===== config.mk =====
export PLATFORM = sky130hd
export DESIGN_NAME = debug_loader
export DESIGN_NICKNAME = d
export VERILOG_FILES = /design/src/rtl/debug_loader.sv
export SDC_FILE = /design/constraint.sdc
export NUM_CORES = 1
export LEC_CHECK = 0
export ABC_AREA = 1
export CAP_MARGIN = 40
export CORE_UTILIZATION = 30
export DETAILED_ROUTE_END_ITERATION = 7
export SLEW_MARGIN = 0
export SYNTH_ARGS = -nofsm -noshare
export SYNTH_HDL_FRONTEND = slang
export SYNTH_SLANG_ARGS = --single-unit
export TNS_END_PERCENT = 5

===== constraint.sdc =====
create_clock -name i_clk -period 1.9 [get_ports i_clk]
set_clock_uncertainty 0.15 [all_clocks]
set_input_delay 0.285 -clock i_clk [delete_from_list [all_inputs] [get_ports i_clk]]
set_output_delay 0.285 -clock i_clk [all_outputs]
set_load 0.01 [all_outputs]

===== src/rtl/debug_loader.sv =====
// Host-side loader: decodes UART command bytes, writes programs into instruction
// memory, sequences halt/run/step of the pipeline and acknowledges each action.
module debug_loader #(
   parameter int          ADDR_WIDTH = 12,
   parameter logic [7:0]  ACK        = 8'h06,
   parameter logic [7:0]  NAK        = 8'h15
) (
   input  logic        i_clk,
   input  logic        i_reset,
   input  logic [7:0]  i_rx_data,
   input  logic        i_rx_done,
   input  logic        i_tx_busy,
   input  logic        i_program_end,
   output logic [7:0]  o_tx_data,
   output logic        o_tx_start,
   output logic        o_write_instruction_mem,
   output logic [31:0] o_instruction_mem_addr,
   output logic [31:0] o_instruction_mem_data,
   output logic        o_halt,
   output logic        o_cpu_reset,
   output logic [2:0]  o_debug_state
);

   // Handshake: i_rx_done is a one-cycle strobe qualifying i_rx_data; o_tx_start
   // is a one-cycle strobe issued only after i_tx_busy is sampled low in SEND,
   // with o_tx_data held stable from that strobe until the next one.

   typedef enum logic [2:0] {
      IDLE   = 3'd0,
      LEN_LO = 3'd1,
      LEN_HI = 3'd2,
      LOAD   = 3'd3,
      RUN    = 3'd4,
      STEP   = 3'd5,
      SEND   = 3'd6
   } state_t;

   localparam logic [16:0] MAX_LEN = 17'd1 << ADDR_WIDTH;

   state_t               state;
   logic [7:0]           pending;
   logic [15:0]          length;
   logic [ADDR_WIDTH:0]  index;
   logic [15:0]          len_next;
   logic [15:0]          index_ext;
   logic                 len_bad;

   assign len_next      = {i_rx_data, length[7:0]};
   assign len_bad       = (len_next == 16'd0) || ({1'b0, len_next} > MAX_LEN);
   assign index_ext     = 16'(index);
   assign o_debug_state = state;

   always_ff @(posedge i_clk or negedge i_reset) begin
      if (!i_reset) begin
         state                   <= IDLE;
         pending                 <= 8'h00;
         length                  <= 16'd0;
         index                   <= '0;
         o_tx_data               <= 8'h00;
         o_tx_start              <= 1'b0;
         o_write_instruction_mem <= 1'b0;
         o_instruction_mem_addr  <= 32'd0;
         o_instruction_mem_data  <= 32'd0;
         o_halt                  <= 1'b1;
         o_cpu_reset             <= 1'b0;
      end else begin
         o_write_instruction_mem <= 1'b0;
         o_tx_start              <= 1'b0;
         case (state)
            IDLE: begin
               if (i_rx_done) begin
                  case (i_rx_data)
                     8'h4C: begin
                        o_cpu_reset <= 1'b1;
                        state       <= LEN_LO;
                     end
                     8'h52: begin
                        if (i_program_end) begin
                           pending <= NAK;
                           state   <= SEND;
                        end else begin
                           o_halt <= 1'b0;
                           state  <= RUN;
                        end
                     end
                     8'h53: begin
                        if (i_program_end) begin
                           pending <= NAK;
                           state   <= SEND;
                        end else begin
                           o_halt <= 1'b0;
                           state  <= STEP;
                        end
                     end
                     8'h50: begin
                        // Pulse lasts one cycle: SEND clears it on its first edge.
                        o_cpu_reset <= 1'b1;
                        pending     <= ACK;
                        state       <= SEND;
                     end
                     default: begin
                        pending <= NAK;
                        state   <= SEND;
                     end
                  endcase
               end
            end
            LEN_LO: begin
               if (i_rx_done) begin
                  length[7:0] <= i_rx_data;
                  state       <= LEN_HI;
               end
            end
            LEN_HI: begin
               if (i_rx_done) begin
                  length <= len_next;
                  if (len_bad) begin
                     o_cpu_reset <= 1'b0;
                     pending     <= NAK;
                     state       <= SEND;
                  end else begin
                     index <= '0;
                     state <= LOAD;
                  end
               end
            end
            LOAD: begin
               // Completion is detected one cycle after the final write pulse.
               if (index_ext == length) begin
                  o_cpu_reset <= 1'b0;
                  pending     <= ACK;
                  state       <= SEND;
               end else if (i_rx_done) begin
                  o_write_instruction_mem <= 1'b1;
                  o_instruction_mem_addr  <= 32'(index[ADDR_WIDTH-1:0]);
                  o_instruction_mem_data  <= {24'h000000, i_rx_data};
                  index                   <= index + 1'b1;
               end
            end
            RUN: begin
               if (i_program_end) begin
                  o_halt  <= 1'b1;
                  pending <= ACK;
                  state   <= SEND;
               end
            end
            STEP: begin
               o_halt  <= 1'b1;
               pending <= ACK;
               state   <= SEND;
            end
            SEND: begin
               o_cpu_reset <= 1'b0;
               if (!i_tx_busy) begin
                  o_tx_start <= 1'b1;
                  o_tx_data  <= pending;
                  state      <= IDLE;
               end
            end
            default: state <= IDLE;
         endcase
      end
   end

endmodule


# After elaboration in Yosys (flattened, before gate mapping)

Index checks and enable logic that the tools add are counted.

Add/subtract/negate cells: 1
Order comparisons: 1
Reduce and logical (&&, ||, !) cells: 18
Multiplexer cells: 42
Bitwise logic cells: 3
Equal/unequal tests: 26

Operator list:

| cell                    | number |
|---|---|
| $mux W8                 | 7 |
| $mux W13                | 4 |
| $pmux W8 S5             | 1 |
| $eq A8 B7 Y1 const B    | 4 |
| $ne A2 B2 Y1 const B    | 14 |
| $pmux W13 S2            | 1 |
| $pmux W8 S3             | 1 |
| $mux W3                 | 7 |
| $pmux W3 S7             | 1 |
| $eq A13 B16 Y1          | 1 |
| $gt A16 B13 Y1 const B  | 1 |
| $logic_not A16 Y1       | 1 |
| $pmux W8 S2             | 1 |
| $mux W1                 | 14 |
| $add A13 B1 Y13 const B | 1 |
| $reduce_and A6 Y1       | 2 |
| $reduce_and A5 Y1       | 2 |
| $eq A3 B3 Y1 const B    | 3 |
| $pmux W3 S3             | 1 |
| $reduce_and A8 Y1       | 1 |
| $eq A3 B2 Y1 const B    | 2 |
| $reduce_and A3 Y1       | 2 |
| $reduce_bool A5 Y1      | 1 |
| $mux W2                 | 2 |
| other kinds (12)        | 16 |

Flip-flop bits (word level): 72
Output and inout port bits: 79
Bits of input ports: 13
Word-level logic and storage cells: 103

# Longest topological paths before layout

Depth after elaboration: 5
Mapped depth: 14
Depth with buffers taken out: 12

# Worst setup path after synthesis

No wires, ideal clock.

Path type: register to register
Start: reg state[1] (netlist: o_debug_state[1])
End: reg o_instruction_mem_addr[3]
Setup time: 119 ps
Path buffers: 1
Setup slack: 260 ps
Period minus slack after synthesis: 1640 ps
Arrival: 1371 ps
Data required time: 1631 ps
Cell stages (with the launch flop): 10
Cells stage by stage: dfrtp_1 > inv_2 > nor2_4 > inv_2 > nor2_4 > nand2_8 > nor2_8 > buf_6 > nand2_1 > o21a_1

Cells in the longest elaborated chain, start to end: 2

Ends and longest elaborated chain:

| element                            | line | RTL |
|---|---|---|
| start: declaration                 | 40   | `state_t state;` |
| start signal: assignment           | 55   | `state <= IDLE;` |
| start signal: assignment           | 75   | `state <= LEN_LO;` |
| start signal: assignment           | 80   | `state <= SEND;` |
| $eq A3 B2 Y1                       | 69   | `case (state)` |
| $reduce_and A3 Y1 (no source line) | n/a  |  |
| end signal: assignment             | 135  | `o_instruction_mem_addr <= 32'(index[ADDR_WIDTH-1:0]);` |
| end: declaration                   | 17   | `output logic [31:0] o_instruction_mem_addr,` |

Every way passes these cells.
A chain may end at the register's enable or synchronous reset.

# Worst setup path in the final report

Start: reg o_halt
End: out o_halt

RTL lines:

| element                  | line | RTL |
|---|---|---|
| start: declaration       | 19   | `output logic o_halt,` |
| start signal: assignment | 64   | `o_halt <= 1'b1;` |
| start signal: assignment | 82   | `o_halt <= 1'b0;` |
| start signal: assignment | 91   | `o_halt <= 1'b0;` |

No word-level cell between the ends.

==> run_results.csv <==
group,metric,value,unit
synth,postSynthAreaPerCell,7.55,um^2
critical_path,critPathArrivalTime,1.40,ns
routing,vias,3197,
routing,final_antenna_net_count,0,
grt,grtUsageTotal,14.1,%
clock_network,cts_inserted_buffers,9,
critical_path,critical_path_class,"reg2out",
critical_path,crit_path_end_kind,"primary output",
finish,finalNonFillerCells,749,
clock_network,clk_path_buf_depth,2,
finish,antenna_cells,0,
worst_hold_path,holdPathEnd,"pending[2]",
worst_hold_path,hold_path_class,"reg2reg",
sta,drv_slew,0,
routing,wirelength,8690,um
floorplan,die_area,12900,um^2
finish,layout-drive-gt1-share,16.9,%
routing,drc_errors,0,
critical_path,crit_chain,"clkdlybuf4s50_1",
critical_path,cp_num_buf_inv,1,
clock_network,htree_levels,3,
sta,period_share,96.3,%
floorplan,dieHeight,114,um
sta,fmax,0.546,GHz
synth,ys_seq_area_share,41.4,%
placed_design,io_buffers,43,
critical_path,reg2reg_from,"length[5]",
floorplan,die_w,114,um
floorplan,start_util,30.9,%
critical_path,crit_slowest_cell,"clkdlybuf4s50_1",
sta,rsz0062_at_grt,"true",
synth,synth_cells,496,
routing,drt_first_iter_violations,153,
synth,yosysWarnings,0,
floorplan,rows,40,
power_and_ir_drop,power_density,1360,nW/um^2
floorplan,io_pins,92,
run_status,outcome,"completed",
synth,synth_compound_area_share,9.22,%
sta,hold_viol,0,
critical_path,cp.required,1.46,ns
clock_network,root_buffer,"clkbuf_16",
clock_network,path_clk_slew,0.06,ns
synth,synthSimpleGateAreaFrac,29.1,%
routing,drt_pre_antenna_iters,4,
flow_run,cap_violations,0,
grt,grt_overflow_total,0,
critical_path,r2r_cells,12,
synth,ys_async_sr_fraction,100,%
finish,nets,590,
finish,area_growth_syn_to_layout,28.2,%
synth,synth_area,3750,um^2
grt,antenna_found_initial,0,
finish,num-fill-cells,1290,
placed_design,dpl-instance-area,4390,um^2
synth,synth_top_family_by_area,"simple AND/OR/NAND/NOR gates",
clock_network,insertion_delay,0.33,ns
routing,wl_per_cell,11.6,um
synth,synth_mux_area_share,0,%
critical_path,path_delay_family,"buffers and inverters",
synth,ys_ff_latch,62,
synth,synth_xor_area_share,1.40,%
critical_path,regToRegSetupSlack,0.09,ns
sta,setup_viol,0,
sta,fin_crit,1.83,ns
finish,final_cell_mix,"nand2_1 (161), dfrtp_1 (56), conb_1 (48), inv_1 (42), clkdlybuf4s50_1 (41)",
critical_path,cpPeakStageDelay,0.54,ns
worst_hold_path,min_path_cells,2,
floorplan,coreArea,12100,um^2
placed_design,placed_cells,729,
grt,grt_pass1_vias,3075,
clock_network,clock-sinks,62,
sta,worst_slack,0.0699,ns
power_and_ir_drop,p_total,6.54,mW
grt,grt_pass1_wl,14300,um
grt,grt_max_degree,63,
synth,synth_cell_type_count,32,
finish,final_area,4800,um^2
critical_path,cp_max_fo,2,
clock_network,cts_tree,"built",
critical_path,startpoint_type,"flip-flop",
synth,synthAdderAreaFrac,0.334,%
placed_design,preCtsSetupSlack,-0.280,ns
synth,synth_edf_count,0,
synth,ys.flop_type,"dfrtp_1",
finish,layout_commonest_cell,"nand2_1",
routing,via_per_inst,4.27,
placed_design,place.gp.congestion,0.940,
power_and_ir_drop,peakVddDrop,0.000611,V
power_and_ir_drop,leakagePower,2.35,nW
critical_path,r2r_end,"o_instruction_mem_addr[8]",
placed_design,dpl.hpwl,6380,um
worst_hold_path,hold_start,"pending[2]",
==> routing by layer <==
layer	track usage (%)	vias up	part of all wire, %
met5	0	-	0
met4	6.93	0	2.5
met3	3.03	20	5.0
met2	23.3	95	47
met1	17.3	1472	45
li1	-	1610	-
==> kinds of logic (layout without fill, tap and decap cells) <==
group	after synthesis	count (layout)
fa+ha+maj	1	1
simple gates	251	252
compound gates	57	57
other cells	1	48
buf+inv	118	155
xor+xnor	6	6
flops	62	62
==> timing repair <==
item                       4_1_cts  5_1_grt
setup endpoints to repair        1       37
hold buffers                     1        0
buffers inserted                 0        2
gates cloned                     0        1
resized for setup                1       19
hold endpoints to repair        61        0
pin swaps                        0        5
==> state kept, by name, indices dropped and copies added (netlist names) <==
register	count
pending	3
o_tx_data	3
o_halt	1
o_instruction_mem_data	8
o_tx_start	1
o_debug_state	3
o_cpu_reset	1
length	16
o_write_instruction_mem	1
index	13
o_instruction_mem_addr	12
==> power breakdown <==
group | switching, mW | leakage [nW] | internal, mW
logic | 1.38 | 1.41 | 1.23
clock network | 0.619 | 0.162 | 1.22
registers | 0.319 | 0.781 | 1.77
==> cell usage after synthesis (3+ instances only) <==
master,n,area share [%]
nand2_1,162,16
xnor2_1,3,0.70
a21oi_1,7,0.94
o21ai_0,25,3.3
nor3_1,6,0.80
nand3_1,22,2.9
buf_4,54,11
dfrtp_1,61,41
nand4_1,8,1.3
o21ai_1,3,0.40
xor2_1,3,0.70
o21a_1,19,3.8
nor2_2,3,0.50
inv_2,11,1.1
nor2_1,38,3.8
inv_1,45,4.5
buf_6,6,1.8
==> layout make-up <==
type,count,area [um^2],area share [%]
Tap cell,168,210,4.38
Inverter,56,210,4.38
Timing Repair Buffer,83,783,16.3
Clock buffer,11,253,5.26
Multi-Input combinational cell,364,1710,35.5
Clock inverter,5,81.3,1.69
Sequential cell,62,1560,32.5
==> stage by stage <==
| stage | setup TNS [ns] | util [%] | hold slack [ns] |
|---|---|---|---|
| finish | 0 | 39.6 | 0.303 |
| global route | -0.264 | 39.6 | 0.359 |
| CTS | 0 | 39.1 | 0.311 |
| detailed placement | -3.90 | 36.3 | 0.178 |
| global placement | -3.19 | 36.3 | 0.176 |
| floorplan | 0 | - | -0.161 |
==> worst max-delay path by stage <==
stage	endpoint	slack, ns	from	cells after the start
4_1_cts	o_debug_state[2]	0.02	o_debug_state[2]	2
2_1_floorplan	o_instruction_mem_addr[3]	0.26	o_debug_state[1]	9
5_1_grt	index[7]	-0.04	length[2]	11
3_3_place_gp	index[11]	-0.22	i_rx_data[4]	12
6_report	o_halt	0.07	o_halt	1
3_5_place_dp	index[5]	-0.28	i_rx_data[4]	12
==> worst register-to-register path, stage by stage, from the launching register on <==
cell,delay (ns)
dfrtp_2,0.45
inv_1,0.07
nand2_1,0.05
nand2_1,0.08
nor2_1,0.05
nand2_1,0.07
nor2_2,0.04
nand2_2,0.12
nand2_8,0.10
nor2_8,0.20
buf_12,0.17
nand2_1,0.08
o21a_1,0.10
No activity file was read; power rests on OpenSTA's default activity.
